==> src/rtl/alu_shift_exec_unit.sv <==
`default_nettype none
// ============================================================================
//  Module   : alu_shift_exec_unit
//  Purpose  : Single-command ALU/shifter responder with valid/ready command
//             and response channels. Optional single-cycle barrel shifter is
//             enabled by defining ALU_SHIFT_EXEC_BARREL_SHIFT_EN.
//  Revision : 1.0  initial release
// ============================================================================
module alu_shift_exec_unit #(
    parameter int CNT_W = 16
) (
    input  logic             clk,
    input  logic             rst,
    input  logic             cmd_valid,
    output logic             cmd_ready,
    input  logic             cmd_sel,
    input  logic [67:0]      cmd_data,
    output logic             rsp_valid,
    input  logic             rsp_ready,
    output logic [33:0]      rsp_data,
    output logic             busy,
    output logic [CNT_W-1:0] ops_done
);

    localparam logic [1:0] S_IDLE   = 2'd0;
    localparam logic [1:0] S_ALU_EX = 2'd1;
    localparam logic [1:0] S_SHIFT  = 2'd2;
    localparam logic [1:0] S_RESP   = 2'd3;

    logic [1:0]       state_q, state_d;
    logic [67:0]      cmd_q, cmd_d;
    logic [33:0]      rsp_q, rsp_d;
    logic [CNT_W-1:0] ops_q, ops_d;

    // ALU datapath, operating on the latched command word
    logic [31:0] w_a, w_b, w_sum, w_alu_res;
    logic        w_cin, w_ovf_add, w_alu_ovf;
    logic [33:0] w_alu_rsp;
    logic        w_lr;
    logic [4:0]  w_shamt;

    assign w_a       = cmd_q[67] ? ~cmd_q[63:32] : cmd_q[63:32];
    assign w_b       = cmd_q[66] ? ~cmd_q[31:0]  : cmd_q[31:0];
    assign w_cin     = cmd_q[66];
    assign w_sum     = w_a + w_b + {31'b0, w_cin};
    assign w_ovf_add = (w_a[31] == w_b[31]) && (w_sum[31] != w_a[31]);
    assign w_lr      = cmd_q[37];
    assign w_shamt   = cmd_q[36:32];

    always_comb begin
        w_alu_res = 32'b0;
        w_alu_ovf = 1'b0;
        case (cmd_q[65:64])
            2'b00:   w_alu_res = w_a & w_b;
            2'b01:   w_alu_res = w_a | w_b;
            2'b10: begin
                w_alu_res = w_sum;
                w_alu_ovf = w_ovf_add;
            end
            default: w_alu_res = {31'b0, w_sum[31] ^ w_ovf_add};
        endcase
    end

    assign w_alu_rsp = {w_alu_ovf, (w_alu_res == 32'b0), w_alu_res};

`ifdef ALU_SHIFT_EXEC_BARREL_SHIFT_EN
    logic [31:0] w_barrel;
    assign w_barrel = w_lr ? (cmd_q[31:0] << w_shamt) : (cmd_q[31:0] >> w_shamt);
`else
    logic [31:0] work_q, work_d;
    logic [4:0]  cnt_q, cnt_d;
    logic [31:0] w_step;

    // shamt of zero still spends one cycle in SHIFT, but without moving bits
    assign w_step = (w_shamt == 5'd0) ? work_q :
                    (w_lr ? {work_q[30:0], 1'b0} : {1'b0, work_q[31:1]});
`endif

    // State register
    always_ff @(posedge clk) begin
        if (rst) begin
            state_q <= S_IDLE;
        end else begin
            state_q <= state_d;
        end
    end

    // Next-state logic
    always_comb begin
        state_d = state_q;
        case (state_q)
            S_IDLE: begin
                if (cmd_valid) begin
                    state_d = cmd_sel ? S_SHIFT : S_ALU_EX;
                end
            end
            S_ALU_EX: state_d = S_RESP;
            S_SHIFT: begin
`ifdef ALU_SHIFT_EXEC_BARREL_SHIFT_EN
                state_d = S_RESP;
`else
                if (cnt_q == 5'd1) begin
                    state_d = S_RESP;
                end
`endif
            end
            S_RESP: begin
                if (rsp_ready) begin
                    state_d = S_IDLE;
                end
            end
            default: state_d = S_IDLE;
        endcase
    end

    // Output logic
    always_comb begin
        cmd_ready = (state_q == S_IDLE);
        rsp_valid = (state_q == S_RESP);
        busy      = (state_q != S_IDLE);
    end

    // Datapath next-value logic
    always_comb begin
        cmd_d = cmd_q;
        rsp_d = rsp_q;
        ops_d = ops_q;
`ifndef ALU_SHIFT_EXEC_BARREL_SHIFT_EN
        work_d = work_q;
        cnt_d  = cnt_q;
`endif
        case (state_q)
            S_IDLE: begin
                if (cmd_valid) begin
                    cmd_d = cmd_data;
`ifndef ALU_SHIFT_EXEC_BARREL_SHIFT_EN
                    work_d = cmd_data[31:0];
                    cnt_d  = (cmd_data[36:32] == 5'd0) ? 5'd1 : cmd_data[36:32];
`endif
                end
            end
            S_ALU_EX: rsp_d = w_alu_rsp;
            S_SHIFT: begin
`ifdef ALU_SHIFT_EXEC_BARREL_SHIFT_EN
                rsp_d = {2'b00, w_barrel};
`else
                work_d = w_step;
                cnt_d  = cnt_q - 5'd1;
                if (cnt_q == 5'd1) begin
                    rsp_d = {2'b00, w_step};
                end
`endif
            end
            S_RESP: begin
                if (rsp_ready) begin
                    ops_d = ops_q + CNT_W'(1);
                end
            end
            default: ;
        endcase
    end

    always_ff @(posedge clk) begin
        if (rst) begin
            cmd_q <= 68'b0;
            rsp_q <= 34'b0;
            ops_q <= '0;
`ifndef ALU_SHIFT_EXEC_BARREL_SHIFT_EN
            work_q <= 32'b0;
            cnt_q  <= 5'b0;
`endif
        end else begin
            cmd_q <= cmd_d;
            rsp_q <= rsp_d;
            ops_q <= ops_d;
`ifndef ALU_SHIFT_EXEC_BARREL_SHIFT_EN
            work_q <= work_d;
            cnt_q  <= cnt_d;
`endif
        end
    end

    assign rsp_data = rsp_q;
    assign ops_done = ops_q;

endmodule
`default_nettype wire

==> config.mk <==
export PLATFORM = sky130hd
export DESIGN_NAME = alu_shift_exec_unit
export DESIGN_NICKNAME = d
export VERILOG_FILES = /design/src/rtl/alu_shift_exec_unit.sv
export SDC_FILE = /design/constraint.sdc
export NUM_CORES = 1
export LEC_CHECK = 0
export ABC_AREA = 1
export CAP_MARGIN = 20
export CORE_ASPECT_RATIO = 1.1
export CORE_MARGIN = 8
export CORE_UTILIZATION = 55
export CTS_CLUSTER_SIZE = 12
export DETAILED_ROUTE_END_ITERATION = 7
export PLACE_DENSITY_LB_ADDON = 0.3
export SLEW_MARGIN = 0
export SYNTH_ARGS = -nofsm -noshare
export SYNTH_HDL_FRONTEND = slang
export SYNTH_SLANG_ARGS = --single-unit
==> constraint.sdc <==
create_clock -name clk -period 4.7 [get_ports clk]
set_input_delay 0.94 -clock clk [delete_from_list [all_inputs] [get_ports clk]]
set_output_delay 0.94 -clock clk [all_outputs]
set_load 0.02 [all_outputs]
==> impl_metrics.yaml, run 1 <==
routing:
  routedWlPerCell_microns: 17.87
  route.detailed.drc: 0
  ant_nets: 0
  drt_iter0_drc: 1233
  vias_per_cell: 5.810
  num_vias: 11600
  first_pass_iters: 6
  wl_mm: 35.68
worst_setup_path:
  critical_path_peak_fanout: 25
  critPathLaunchType: "flop"
  cp-end-kind: "flop"
  critical_path.endpoint: "rsp_data[32]"
  crit_slowest_cell: "dfxtp_2"
  crit_top_cell: "nand2_1"
  reg2reg_slack_ns: 1.14
  startpoint: "cmd_q[66]"
  worstPathRequired_ns: 5.07
  worstSetupPathType: "flop to flop"
  cp.arrival_ns: 3.93
  r2r_cells: 19
  cp_num_cells: 19
  critPathTopFamily: "simple AND/OR/NAND/NOR gates"
  path_cells: "buf_12, xnor2_1, inv_1, ha_1, nand2_1, nor2_1, nor2_1, nand2_1, nand2_1, nand2_1, o21ai_0, nand2_1, inv_1, nand2_1, nor2_1, nand3_1, nor2_1, nand2_1, a21oi_2"
  cp_num_buf_inv: 3
  crit_path_max_incr_delay_ns: 0.85
  r2r_end: "rsp_data[32]"
  timing.rr.start: "cmd_q[66]"
placement:
  place_ws_ns: 1.244
  dpl_cell_area_sq_mm: 0.01225
  gp_congestion: 0.9948
  dpl.hpwl_mm: 26.46
  io_buffer_count: 125
  dpl.cell_count: 1963
power:
  p_sw_share_pct: 51.64
  p_per_area_mw_per_mm2: 699.1
  p_switching_mw: 4.644
  total_power_mw: 8.993
  share_comb_of_total_power_pct: 61.9
  ir_drop_mv: 0.4906
  internal_power_mw: 4.349
  p_seq_share_pct: 22.7
  p_leak_nw: 5.545
  clkPwrFrac_pct: 15.4
timing:
  period_share_pct: 75.76
  drv_slew: 0
  rsz0062_at_grt: "no"
  skew_ns: 0.01311
  fin_tns_setup_ns: 0
  fin_crit_ns: 3.561
  setup_violations: 0
  setup_slack_ns: 1.139
  holdWs_ns: 0.5017
  slew-limit-headroom_pct: 33.24
  tightestPinTransition_ns: 1.000
  max_freq_mhz: 280.8
  finalHoldViolations: 0
finish:
  mostFrequentLayoutCell: "nand2_1"
  fin_nets: 1875
  diodes: 0
  n_fill_cell: 1790
  area_growth_syn_to_layout_pct: 18.66
  post-route-util_pct: 65.66
  design_area_sq_mm: 0.01286
  stdcell_count: 1996
  post_route_cells_drive_above_1_share_pct: 5.218
  final_cell_mix: "261 x nand2_1, 213 x o21ai_0, 212 x nor2_1"
synthesis:
  ys.flop_type: "dfxtp_1"
  synthesis.nets: 1796
  ys_warn_count: 0
  synth_edf_count: 0
  ys_ff_latch: 157
  netlist_instances: 1653
  yosysUniqueCellTypes: 47
  async_flop_share_pct: 0
  synth.avg_cell_area_sq_um: 6.559
  synth.cell_area_sq_mm: 0.01084
  seq_area_frac_synth_pct: 28.99
global_route:
  grt_pass1_wl_mm: 56.62
  grt_pass1_vias: 10880
  grt.total_usage_pct: 29.08
  overflow: 0
  antenna_found_initial: 0
  grt_start_max_net_pins: 73
die:
  core_area_sq_mm: 0.01959
  std_cell_rows: 54
  ioPinCount: 126
  die-area_sq_mm: 0.02447
  initial_utilization_pct: 55.33
  dieHeight_microns: 163.3
  fp.dieW_microns: 149.9
clocking:
  clock_sinks: 157
  cts_tree: "done"
  cts-resized-gates: 0
  path_clk_slew_ns: 0.07
  cts-root-buf: "clkbuf_16"
  cts_hold_buffers: 0
  cts_buffer_depth: 2
  cts-buffers-inserted: 17
  cts_setup_buffers: 0
  clkLatencyLatePin_ns: 0.44
  h-tree-depth: 4
job:
  max_cap_viol_count: 0
hold_path:
  holdCritPathClass: "flop to flop"
status:
  outcome: "finished, final reports clean"
## sequential cells by signal, indices dropped and copies added (netlist names)
name and flops:
cmd_q 68, cnt_q 5, ops_done 16, rsp_data 34, state_q 2, work_q 32
## worst reg2reg max path, stage by stage, from the launching register on
cell and delay (ns):
dfxtp_2 0.85, buf_12 0.24, xnor2_1 0.16, inv_1 0.07
ha_1 0.33, nand2_1 0.15, nor2_1 0.06, nor2_1 0.16
nand2_1 0.16, nand2_1 0.09, nand2_1 0.14, o21ai_0 0.18
nand2_1 0.13, inv_1 0.07, nand2_1 0.05, nor2_1 0.26
nand3_1 0.11, nor2_1 0.12, nand2_1 0.07, a21oi_2 0.11
## per-layer routing
metal,GRT usage (%),part of all wire (%)
met1,38.09,43
met2,47.15,46
met3,5.486,8.1
met4,9.641,2.8
met5,0,0
## final cells by class
class | count | area [sq um] | share of cell area [%]
clock buffers | 17 | 425.4 | 3.307
multi-input cells | 1199 | 6581 | 51.16
repair buffers | 145 | 1446 | 11.24
inverters | 212 | 798.3 | 6.205
clock inverters | 14 | 152.6 | 1.187
flip-flops and latches | 157 | 3146 | 24.45
well taps | 252 | 315.3 | 2.451
## cell families (layout without fill, tap and decap cells)
family / Yosys count / after routing / share of synthesized area [%]
buffers and inverters: 297 / 388 / 10.40
xor gates and xnor gates: 68 / 68 / 5.493
and+or+nand+nor: 601 / 601 / 23.34
AOI/OAI and AO/OA: 460 / 460 / 23.70
DFF: 157 / 157 / 28.99
adders and majority gates: 70 / 70 / 8.078
## synthesized netlist by cell type (2+ instances only)
| cell | count | share of area [%] |
|---|---|---|
| nor2_2 | 3 | 0.17 |
| a211oi_1 | 3 | 0.21 |
| inv_1 | 203 | 7.0 |
| a21oi_1 | 133 | 6.1 |
| nor3b_1 | 2 | 0.14 |
| nor3_1 | 20 | 0.92 |
| nand4_1 | 7 | 0.40 |
| and2_1 | 2 | 0.12 |
| clkbuf_1 | 78 | 2.7 |
| inv_2 | 7 | 0.24 |
| o21a_1 | 3 | 0.21 |
| or2_2 | 3 | 0.17 |
| xnor2_1 | 54 | 4.4 |
| ha_1 | 70 | 8.1 |
| nand3_1 | 61 | 2.8 |
| nand2_4 | 4 | 0.42 |
| nand3b_1 | 6 | 0.42 |
| o22ai_1 | 9 | 0.52 |
| a31oi_1 | 33 | 1.9 |
| nor4_1 | 2 | 0.12 |
| nand3_4 | 2 | 0.32 |
| o21ai_0 | 214 | 9.9 |
| nor2_1 | 213 | 7.4 |
| nand2_2 | 9 | 0.52 |
| o211ai_1 | 31 | 2.1 |
| a221oi_1 | 18 | 1.5 |
| buf_2 | 2 | 0.092 |
| o21bai_1 | 8 | 0.55 |
| a21oi_2 | 2 | 0.16 |
| dfxtp_1 | 157 | 29 |
| buf_1 | 4 | 0.14 |
| nand2_1 | 262 | 9.1 |
| xor2_1 | 14 | 1.1 |
## power by group through the flow
stage	sequential [mW]	clock, mW	combinational (mW)
after floorplan	2.03	0	3.85
after global placement	2.05	0	5.31
after detailed placement	2.06	0	5.40
after CTS	2.03	1.39	5.44
after global routing	2.08	1.44	6.22
final	2.04	1.39	5.57
## worst min-delay path by stage
stage | depth (start not counted) | end | slack (ns) | from
finish | 2 | cmd_q[32] | 0.50 | cmd_q[32]
global route | 2 | cmd_q[27] | 0.52 | cmd_q[27]
CTS | 2 | cnt_q[4] | 0.50 | cnt_q[4]
detailed placement | 2 | ops_done[7] | 0.49 | ops_done[7]
global placement | 2 | cnt_q[4] | 0.47 | cnt_q[4]
floorplan | 2 | cnt_q[4] | 0.45 | cnt_q[4]
(Power assumes the default switching activity.)
==> run 2, diff against run 1 <==
==> constraint.sdc (replaced) <==
create_clock -name clk -period 3.5 [get_ports clk]
set_input_delay 0.7 -clock clk [delete_from_list [all_inputs] [get_ports clk]]
set_output_delay 0.7 -clock clk [all_outputs]
set_load 0.02 [all_outputs]
==> run 2 against run 1 <==
Clock power is 35% higher. Count of clock-buffer cells in the layout is 1 higher. Final cell count is 0.45% higher. Largest cell class unchanged. Largest power group unchanged. Via count is 0.19% lower. Critical path depth is 6 lower. Worst hold slack worse by 0.015 ns. Sequential share of layout area is 0.12 points lower.
==> impl_metrics.yaml, run 2 (same netlist as run 1, synthesis figures left out) <==
status:
  outcome: "finished, final reports clean"
timing:
  tightestPinTransition_ns: 0.9822
  period_share_pct: 95.85
  fin_tns_setup_ns: 0
  holdWs_ns: 0.4871
  max_freq_mhz: 298.1
  skew_ns: 0.01639
  slew-limit-headroom_pct: 34.45
  rsz0062_at_grt: "no"
  fin_crit_ns: 3.355
  finalHoldViolations: 0
  setup_violations: 0
  drv_slew: 0
routing:
  routedWlPerCell_microns: 18.20
  wl_mm: 36.49
  vias_per_cell: 5.773
  route.detailed.drc: 0
  first_pass_iters: 6
  ant_nets: 0
  drt_iter0_drc: 1253
  num_vias: 11570
finish:
  fin_nets: 1883
  area_growth_syn_to_layout_pct: 19.26
  mostFrequentLayoutCell: "nand2_1"
  largest_reg_flops: 68
  diodes: 0
  post_route_cells_drive_above_1_share_pct: 5.762
  top_register: "cmd_q"
  final_cell_mix: "261 x nand2_1, 213 x o21ai_0, 212 x nor2_1"
  post-route-util_pct: 65.99
clocking:
  cts_tree: "done"
  h-tree-depth: 4
  cts_hold_buffers: 0
  clkLatencyLatePin_ns: 0.44
  cts-root-buf: "clkbuf_16"
  cts-buffers-inserted: 17
  cts_buffer_depth: 2
  path_clk_slew_ns: 0.07
  clock_sinks: 157
placement:
  io_buffer_count: 125
  dpl.hpwl_mm: 27.52
  gp_congestion: 1.046
power:
  ir_drop_mv: 0.8656
  p_per_area_mw_per_mm2: 947.7
  total_power_mw: 12.25
  p_leak_nw: 5.575
worst_setup_path:
  critical_path_peak_fanout: 31
  cp.arrival_ns: 3.66
  worstSetupPathType: "flop to flop"
  critPathLaunchType: "flop"
  cp-end-kind: "flop"
  worstPathRequired_ns: 3.80
die:
  dieHeight_microns: 163.3
  core_area_sq_mm: 0.01959
  die-area_sq_mm: 0.02447
  initial_utilization_pct: 55.33
  fp.dieW_microns: 149.9
  std_cell_rows: 54
  ioPinCount: 126
global_route:
  grt_pass1_vias: 10920
  overflow: 0
  grt_pass1_wl_mm: 57.75
  grt.total_usage_pct: 29.73
  grt_start_max_net_pins: 73
  antenna_found_initial: 0
job:
  max_cap_viol_count: 0
hold_path:
  holdCritPathClass: "flop to flop"
run 2: cell count changes in the layout (fill, tap and decap cells not counted), sizes merged:
| cell | delta |
|---|---|
| clkinvlp | +3 |
| buf | +8 |
| inv | +2 |
| clkinv | -5 |
| clkbuf | +1 |
run 2: worst max-delay path, stage by stage (launching register included):
cell      delay [ns]
dfxtp_2         0.33
buf_12          0.18
xnor2_1         0.38
ha_1            0.39
a21oi_1         0.28
o21ai_0         0.22
o21bai_1        0.20
a21oi_1         0.24
nand3_1         0.11
nand2_1         0.07
nor2_1          0.06
o21ai_0         0.46
buf_4           0.21
a31oi_1         0.07
run 2: cell type report:
| class | count | area [sq um] |
|---|---|---|
| inverters | 212 | 798.3 |
| well taps | 252 | 315.3 |
| clock buffers | 18 | 429.2 |
| clock inverters | 14 | 150.1 |
| fillers | 1791 | 6664 |
| repair buffers | 153 | 1499 |
| multi-input cells | 1199 | 6593 |
| flip-flops and latches | 157 | 3146 |
run 2: stage by stage:
step | instance area, sq um | cells | setup WS [ns]
floorplan | 10840 | 1653 | 0.6480
global placement | 12340 | 1973 | 0.2313
detailed placement | 12340 | 1973 | 0.2480
CTS | 12920 | 2005 | 0.2220
global route | 12930 | 2005 | 0.01644
finish | 12930 | 2005 | 0.1453
run 2: final timing paths:
check	end	startpoint	depth (start not counted)	slack, ns
hold / removal	cnt_q[4]	cnt_q[4]	2	0.49
setup reg to reg	rsp_data[22]	cmd_q[66]	13	0.15
setup / recovery	rsp_data[22]	cmd_q[66]	13	0.15
hold reg to reg	cnt_q[4]	cnt_q[4]	2	0.49
run 2: timing repair:
| action | in CTS | in global routing |
|---|---|---|
| gates resized for setup | 0 | 2 |
| hold endpoints to repair | 0 | 0 |
| setup buffers | 0 | 0 |
| endpoints found under the setup margin | 0 | 1 |
run 2: routing by layer:
metal | share of wire [%] | track usage (%) | routed length, microns | vias up
met5 | 0 | 0 | 0 | -
met4 | 2.4 | 8.959 | 889 | 0
met3 | 8.2 | 4.794 | 2976 | 70
met2 | 45 | 47.60 | 16590 | 529
met1 | 44 | 40.27 | 16030 | 5360
li1 | - | - | - | 5615
run 2: power by group:
| part | switching, mW | internal, mW | total (mW) | leakage (nW) |
|---|---|---|---|---|
| sequential | 0.376 | 2.31 | 2.68 | 1.30 |
| clock | 0.871 | 1.01 | 1.88 | 0.276 |
| combinational | 5.10 | 2.59 | 7.69 | 4.00 |
